## src/rtl/sha256_msg_padder_pkg.sv

```systemverilog
// Shared constants, state type and length-byte helper for the SHA-256 message padder.
package sha256_pkg;

    localparam int         BLOCK_BYTES = 64;
    localparam int         LEN_POS     = 56;
    localparam logic [7:0] PAD_BYTE    = 8'h80;
    localparam int         LEN_BYTES   = 8;

    typedef enum logic [1:0] {
        DATA,
        PAD80,
        ZERO,
        LEN
    } pad_state_t;

    // Byte idx of the 64-bit length field, index 0 being the most significant byte.
    function automatic logic [7:0] len_byte(input logic [63:0] bit_len, input logic [2:0] idx);
        logic [5:0] shamt;
        shamt = {3'(3'd7 - idx), 3'b000};
        return 8'(bit_len >> shamt);
    endfunction

endpackage

```

## src/rtl/sha256_msg_padder_if.sv

```systemverilog
// Input message stream and padded output stream of the padder.
// Both streams: a beat transfers on a cycle where valid && ready; once valid is
// raised the producer holds data/flags stable until that transfer happens.
interface sha256_msg_padder_if;

    logic [7:0] in_data;
    logic       in_valid;
    logic       in_keep;
    logic       in_last;
    logic       in_ready;
    logic [7:0] out_data;
    logic       out_valid;
    logic       out_ready;
    logic       out_block_last;
    logic       out_msg_last;

    modport master (
        input  in_data, in_valid, in_keep, in_last, out_ready,
        output in_ready, out_data, out_valid, out_block_last, out_msg_last
    );

    modport slave (
        output in_data, in_valid, in_keep, in_last, out_ready,
        input  in_ready, out_data, out_valid, out_block_last, out_msg_last
    );

endinterface

```

## src/rtl/sha256_msg_padder.sv

```systemverilog
// Pads a raw byte stream into FIPS 180-4 64-byte blocks behind one output register stage.
module sha256_msg_padder
    import sha256_pkg::*;
#(
    parameter int BYTE_CNT_W = 29
) (
    input  logic                 clk,
    input  logic                 rst_n,
    sha256_msg_padder_if.master  bus,
    output pad_state_t           dbg_state
);

    localparam logic [5:0] LAST_ZERO_POS = 6'(LEN_POS - 1);
    localparam logic [5:0] BLOCK_END_POS = 6'(BLOCK_BYTES - 1);
    localparam logic [2:0] LAST_LIDX     = 3'(LEN_BYTES - 1);

    pad_state_t            state_q, state_d;
    logic [5:0]            pos_q;
    logic [BYTE_CNT_W-1:0] cnt_q, cnt_d;
    logic [2:0]            lidx_q, lidx_d;
    logic                  advance;
    logic                  load;
    logic [7:0]            load_data;
    logic                  msg_last_d;
    logic [63:0]           bit_len;

    // The output register may take a new byte when empty or being drained this cycle.
    assign advance   = !bus.out_valid || bus.out_ready;
    assign bit_len   = 64'({cnt_q, 3'b000});
    assign dbg_state = state_q;

    always_comb begin
        state_d      = state_q;
        cnt_d        = cnt_q;
        lidx_d       = lidx_q;
        load         = 1'b0;
        load_data    = 8'h00;
        msg_last_d   = 1'b0;
        bus.in_ready = (state_q == DATA) && advance;
        unique case (state_q)
            DATA: begin
                if (bus.in_valid && advance) begin
                    // A last beat with keep=0 only terminates the message.
                    if (bus.in_keep || !bus.in_last) begin
                        load      = 1'b1;
                        load_data = bus.in_data;
                        cnt_d     = cnt_q + 1'b1;
                    end
                    if (bus.in_last) state_d = PAD80;
                end
            end
            PAD80: begin
                if (advance) begin
                    load      = 1'b1;
                    load_data = PAD_BYTE;
                    state_d   = (pos_q == LAST_ZERO_POS) ? LEN : ZERO;
                end
            end
            ZERO: begin
                if (advance) begin
                    load = 1'b1;
                    if (pos_q == LAST_ZERO_POS) state_d = LEN;
                end
            end
            LEN: begin
                if (advance) begin
                    load      = 1'b1;
                    load_data = len_byte(bit_len, lidx_q);
                    lidx_d    = lidx_q + 1'b1;
                    if (lidx_q == LAST_LIDX) begin
                        msg_last_d = 1'b1;
                        cnt_d      = '0;
                        lidx_d     = '0;
                        state_d    = DATA;
                    end
                end
            end
            default: state_d = DATA;
        endcase
    end

    always_ff @(posedge clk or negedge rst_n) begin
        if (!rst_n) begin
            state_q <= DATA;
            cnt_q   <= '0;
            lidx_q  <= '0;
        end else begin
            state_q <= state_d;
            cnt_q   <= cnt_d;
            lidx_q  <= lidx_d;
        end
    end

    always_ff @(posedge clk or negedge rst_n) begin
        if (!rst_n) begin
            pos_q              <= '0;
            bus.out_valid      <= 1'b0;
            bus.out_data       <= 8'h00;
            bus.out_block_last <= 1'b0;
            bus.out_msg_last   <= 1'b0;
        end else if (advance) begin
            bus.out_valid <= load;
            if (load) begin
                bus.out_data       <= load_data;
                bus.out_block_last <= (pos_q == BLOCK_END_POS);
                bus.out_msg_last   <= msg_last_d;
                pos_q              <= pos_q + 1'b1;
            end
        end
    end

endmodule

```

## src/flat_wrapper.sv

```systemverilog
// flat-port wrapper written by rule: the top's interface ports become plain ports
module sha256_msg_padder_flat import sha256_pkg::*;
#(
    parameter int BYTE_CNT_W = 29
)
  (clk, rst_n, dbg_state, bus_in_data, bus_in_valid, bus_in_keep, bus_in_last, bus_out_ready, bus_in_ready, bus_out_data, bus_out_valid, bus_out_block_last, bus_out_msg_last);
  sha256_msg_padder_if bus_i ();
  input  logic clk;
  input  logic rst_n;
  output pad_state_t dbg_state;
  input wire logic [$bits(bus_i.in_data)-1:0] bus_in_data;
  input wire logic [$bits(bus_i.in_valid)-1:0] bus_in_valid;
  input wire logic [$bits(bus_i.in_keep)-1:0] bus_in_keep;
  input wire logic [$bits(bus_i.in_last)-1:0] bus_in_last;
  input wire logic [$bits(bus_i.out_ready)-1:0] bus_out_ready;
  output wire logic [$bits(bus_i.in_ready)-1:0] bus_in_ready;
  output wire logic [$bits(bus_i.out_data)-1:0] bus_out_data;
  output wire logic [$bits(bus_i.out_valid)-1:0] bus_out_valid;
  output wire logic [$bits(bus_i.out_block_last)-1:0] bus_out_block_last;
  output wire logic [$bits(bus_i.out_msg_last)-1:0] bus_out_msg_last;
  assign bus_i.in_data = bus_in_data;
  assign bus_i.in_valid = bus_in_valid;
  assign bus_i.in_keep = bus_in_keep;
  assign bus_i.in_last = bus_in_last;
  assign bus_i.out_ready = bus_out_ready;
  assign bus_in_ready = bus_i.in_ready;
  assign bus_out_data = bus_i.out_data;
  assign bus_out_valid = bus_i.out_valid;
  assign bus_out_block_last = bus_i.out_block_last;
  assign bus_out_msg_last = bus_i.out_msg_last;
  sha256_msg_padder #(.BYTE_CNT_W(BYTE_CNT_W)) u_core (.clk(clk), .rst_n(rst_n), .bus(bus_i), .dbg_state(dbg_state));
endmodule
```

## config.mk

```make
export PLATFORM = sky130hd
export DESIGN_NAME = sha256_msg_padder_flat
export DESIGN_NICKNAME = d
export VERILOG_FILES = /design/src/rtl/sha256_msg_padder_pkg.sv /design/src/rtl/sha256_msg_padder_if.sv /design/src/rtl/sha256_msg_padder.sv /design/src/flat_wrapper.sv
export SDC_FILE = /design/constraint.sdc
export NUM_CORES = 1
export LEC_CHECK = 0
export ABC_AREA = 1
export BUFFER_PORTS_ARGS = -buffer_cell sky130_fd_sc_hd__buf_4
export CORE_MARGIN = 4
export CORE_UTILIZATION = 39
export DETAILED_ROUTE_END_ITERATION = 7
export PLACE_DENSITY_LB_ADDON = 0.12
export SYNTH_ARGS = -nofsm -noshare
export SYNTH_HDL_FRONTEND = slang
export SYNTH_SLANG_ARGS = --single-unit
```

## constraint.sdc

```tcl
create_clock -name clk -period 2.8 [get_ports clk]
set_input_delay 0.28 -clock clk [delete_from_list [all_inputs] [get_ports clk]]
set_output_delay 0.28 -clock clk [all_outputs]
set_load 0.005 [all_outputs]
```

* Word-level counts from Yosys, hierarchy flattened
Index checks and enable logic that the tools add are counted.
Widths: inputs -> output; s select.
** Storage, ports and cells
- Bits in registers :: 51
- Input port bits :: 14
- Output and inout port bits :: 14
- Word-level logic and storage cells :: 64
** Cells by class
- Add/subtract/negate cells :: 4
- Equality and inequality tests :: 14
- Shift-type cells :: 1
- Muxes and demuxes :: 24
- Reductions and logical operators :: 13
** Operators with widths (number)
- $mux 29 :: 4
- $pmux 29 s2 :: 1
- $shr 32x6->8 :: 1
- $add 29x1->29 const B :: 1
- $pmux 8 s3 :: 1
- $mux 8 :: 2
- $mux 2 :: 7
- $eq 6x6->1 const B :: 2
- $ne 2x1->1 const B :: 5
- $pmux 2 s4 :: 1
- $reduce_and 7->1 :: 1
- $add 6x1->6 const B :: 1
- $mux 1 :: 6
- $ne 2x2->1 const B :: 3
- $reduce_and 5->1 :: 1
- $eq 2x2->1 const B :: 2
- $reduce_and 2->1 :: 2
- $add 3x1->3 const B :: 1
- $eq 3x3->1 const B :: 1
- $mux 3 :: 1
- $reduce_or 3->1 :: 1
- $sub 3x3->3 const A :: 1
- $eq 2x1->1 const B :: 1
- $logic_and 1x1->1 :: 2
- 5 further kinds :: 7

* Longest topological paths before layout
- Word-level depth :: 6
- Mapped depth :: 10
- Depth with buffers taken out :: 10

* Least setup slack after synthesis
Ideal clock, no wire load.
- Kind :: reg2reg
- Start :: register u_core.state_q[0], in the netlist u_core.dbg_state[0]
- End :: register u_core.cnt_q[23]
- Setup time :: 0.118 ns
- Data arrival time :: 1.482 ns
- Data required time :: 2.682 ns
- Path slack :: 1.200 ns
- Cell stages (with the launch flop) :: 10
- Path buffers :: 1
- Period minus slack after synthesis :: 1.600 ns
- Cells stage by stage :: dfrtp_1 > inv_1 > ha_1 > inv_1 > o21ai_4 > nor2_8 > inv_4 > buf_2 > nand2_1 > nand2_1
** On the way
- Cells in the longest elaborated chain, start to end :: 3
- Elaborated cells between the ends (all ways) :: 9
- Those cells by class :: eq/ne (5); mux (1); reduce/logical (3)
** Ends and longest elaborated chain
- from (decl) :: line sha256_msg_padder.sv:17 : pad_state_t state_q, state_d;
- from (signal assigned) :: line sha256_msg_padder.sv:88 : state_q <= state_d;
- $eq 2x2->1 / $logic_not 2->1 (equally long branches) :: line sha256_msg_padder.sv:40 : unique case (state_q)
- $ne 2x1->1 (no source line), or another cell as far along
- $reduce_and 5->1 (no source line)
- to (signal assigned) :: line sha256_msg_padder.sv:89 : cnt_q <= cnt_d;
- to (decl) :: line sha256_msg_padder.sv:19 : logic [BYTE_CNT_W-1:0] cnt_q, cnt_d;
Parallel ways exist; a longest one is shown, timed or not.
A chain may end at the register's enable or synchronous reset.

* Final worst setup path
- Start :: register u_core.lidx_q[0]
- End :: register u_core.cnt_q[16]
** On the way
- Cells in the longest elaborated chain, start to end :: 3
** Ends and longest elaborated chain
- from (decl) :: line sha256_msg_padder.sv:20 : logic [2:0] lidx_q, lidx_d;
- from (signal assigned) :: line sha256_msg_padder.sv:90 : lidx_q <= lidx_d;
- $eq 3x3->1 :: line sha256_msg_padder.sv:70 : if (lidx_q == LAST_LIDX) begin
- $ne 2x1->1 (no source line)
- $reduce_and 5->1 (no source line)
No other way between the ends.

==> impl_metrics.ini <==
[synthesis]
syn_avg_cell_area_sq_um = 6.825
synth_top_area_frac = 0.3762
synth_nets = 520
synth_seq_area_share = 0.3762
ys.warnings.count = 0
syn_area_sq_mm = 0.003392
yosysTopAreaCell = dfrtp_1
yosys.cell_types.count = 31
synth_top_cells_by_area = dfrtp_1, nand2_1, nor2_1
synth-seq-cells = 51
synthCells = 497

[flow_run]
drv_cap = 0

[worst_setup_path]
worstPathCellList = ha_1, ha_1, nand2_1, nand2_1, nand2_2, nor2_8, inv_4, nor2_1, nor2_1, nor2_1
r2r_setup_slack_ns = 0.66
path_common_cell = nor2_1
crit_type = reg -> reg
slowest_stage = dfrtp_1
crit_path_end_kind = register
worst_path_largest_cell_delay_ns = 0.62
worst-path-buf-inv = 1
cp.required_ns = 3.05
critPathArrivalTime_ns = 2.39
crit_family = simple AND/OR/NAND/NOR gates
path_max_fanout = 28
critPathLaunchType = register

[floorplan]
die_h_microns = 101.3
die_width_microns = 101.3
start_util = 0.4067
rows = 33
die_area_sq_mm = 0.01025
io_pins = 28
coreArea_sq_mm = 0.008341

[timing]
worst_clock_skew_ns = 0.01521
tightest_slew_ns = 0.6553
setup_ws_ns = 0.6602
fin_crit_ns = 2.140
final_max_slew_viol_count = 0
max_freq_mhz = 467.3
hold_ws_ns = -0.01910
maxSlewHeadroom = 0.5632
period_share = 0.7642
hold_viol = 35
finalSetupViolCount = 0
tns_ns = 0
rsz0062_at_grt = no

[global_routing]
track_usage = 0.1856
grt_pass1_wl_microns = 15180
antenna_found_initial = 0
grt.overflow.total = 0
grt_pass1_vias = 3154
grt_max_degree = 52

[layout]
syn2layout_area_growth_pct = 11.29
fin_nets = 545
drive_gt1_frac = 0.1319
diodes = 0

[route]
final_antenna_net_count = 0
firstDrtPassIters = 4
num_vias = 3191
drt_iter0_drc = 127
drc = 0
routed_wl_microns = 8921
wl_per_cell_microns = 14.21
viasPerCell = 5.081

[clock_tree]
cts.sinks = 51
cts_hold_buf = 0
post_cts_buffers = 0
cts-buffers-inserted = 5
clockBufferDepth = 2
htree_levels = 2
cts_resized = 0
cts.clk_slew.worst_paths_ns = 0.11
insertion_delay_ns = 0.32
cts_tree = built
cts_root_buf = clkbuf_8

[place]
port_buffers = 27
dp_hpwl_microns = 6707
preCtsSetupSlack_ns = 0.7146
finalWeightedCongestion = 0.9005

[power_and_ir_drop]
power_density_mw_per_mm2 = 763.4
p_leak_nw = 1.808
vdd_drop_max_uv = 515.6

[hold_path]
hold_path.class = in -> async

[outcome]
status = complete, but fails checks
violations = negative hold slack
## synth_stat cells (all sizes together)
| master | n |
|---|---|
| o21bai | 1 |
| nand4 | 19 |
| o21ai | 35 |
| nand3 | 34 |
| a21o | 1 |
| o31ai | 1 |
| nor2 | 72 |
| a21oi | 14 |
| xor2 | 4 |
| a21boi | 1 |
| ha | 9 |
| buf | 10 |
| mux2 | 1 |
| clkbuf | 1 |
| inv | 42 |
| xnor2 | 3 |
| nand2 | 196 |
| dfrtp | 51 |
| or2 | 2 |
## through the flow
step	util	instances	area [sq um]	hold WS, ns	total power, W
3_3_place_gp	0.4388	620	3660	0.3647	0.002333
4_1_cts	0.4526	628	3775	0.01060	0.002913
3_5_place_dp	0.4388	620	3660	0.3670	0.002351
6_report	0.4526	628	3775	-0.01910	0.002882
5_1_grt	0.4526	628	3775	0.05188	0.003117
2_1_floorplan	-	497	3392	-0.01559	0.002069
## layout by cell type, fill, tap and decap left out, types with 2 or more instances in the layout
cell type	n
nand3_1	32
dfrtp_1	51
nor2_4	4
or2_2	2
xnor2_1	3
a21oi_1	14
nand4_1	19
clkbuf_8	5
ha_1	9
nand2_1	190
nand3_2	2
buf_4	29
xor2_1	4
inv_2	7
inv_1	34
nor2_1	61
nand2_2	5
o21ai_0	28
nor2_2	6
o21ai_1	6
## final cells by class
type / count / area, sq um
clock buffers: 5 / 68.82
clock inverters: 3 / 46.29
fillers: 856 / 4566
inverters: 42 / 160.2
multi-input cells: 393 / 1874
flip-flops and latches: 51 / 1276
well taps: 105 / 131.4
repair buffers: 29 / 217.7
## registers in the layout, indices dropped and copies added (netlist names)
name / cells
u_core.pos_q: 6
u_core.bus.out_msg_last: 1
u_core.lidx_q: 3
u_core.dbg_state: 2
u_core.cnt_q: 29
u_core.bus.out_data: 8
u_core.bus.out_block_last: 1
u_core.bus.out_valid: 1
## worst paths after layout
| path | from | end | cells past startpoint |
|---|---|---|---|
| max reg2reg | u_core.lidx_q[0] | u_core.cnt_q[16] | 10 |
| max in group asynchronous | rst_n | u_core.cnt_q[24] | 1 |
| min in group clk | bus_out_ready | u_core.bus.out_valid | 4 |
| min reg2reg | u_core.bus.out_data[2] | u_core.bus.out_data[2] | 2 |
| min | rst_n | u_core.cnt_q[4] | 1 |
| max | u_core.lidx_q[0] | u_core.cnt_q[16] | 10 |
## worst register-to-register path: stages (launching register included)
cell and delay, ns:
dfrtp_1 0.62, ha_1 0.24, ha_1 0.17, nand2_1 0.07, nand2_1 0.07, nand2_2 0.09
nor2_8 0.33, inv_4 0.20, nor2_1 0.13, nor2_1 0.05, nor2_1 0.10
## cell families after synthesis
kind of cell | after synthesis | share of synthesized area
DFF | 51 | 0.3762
AOI/OAI and AO/OA | 53 | 0.08558
adders and majority gates | 9 | 0.03320
and+or+nand+nor | 323 | 0.4124
muxes | 1 | 0.003320
buffers and inverters | 53 | 0.07119
xor gates and xnor gates | 7 | 0.01807
## metal layers
metal,share of wire,vias to the layer above,wire [microns],global-route usage
li1,-,1629,-,-
met1,0.47,1471,4212,0.2470
met2,0.47,73,4149,0.3058
met3,0.035,18,314,0.03030
met4,0.027,0,244,0.06442
met5,0,-,0,0
## power breakdown
group,leakage (nW),internal [W],total [W],switching [W]
logic,1.07,0.000418,0.00125,0.000830
clock network,0.0548,0.000270,0.000549,0.000279
registers,0.683,0.000874,0.00108,0.000210
total,1.81,0.00156,0.00288,0.00132
No activity file was read; power rests on OpenSTA's default activity.
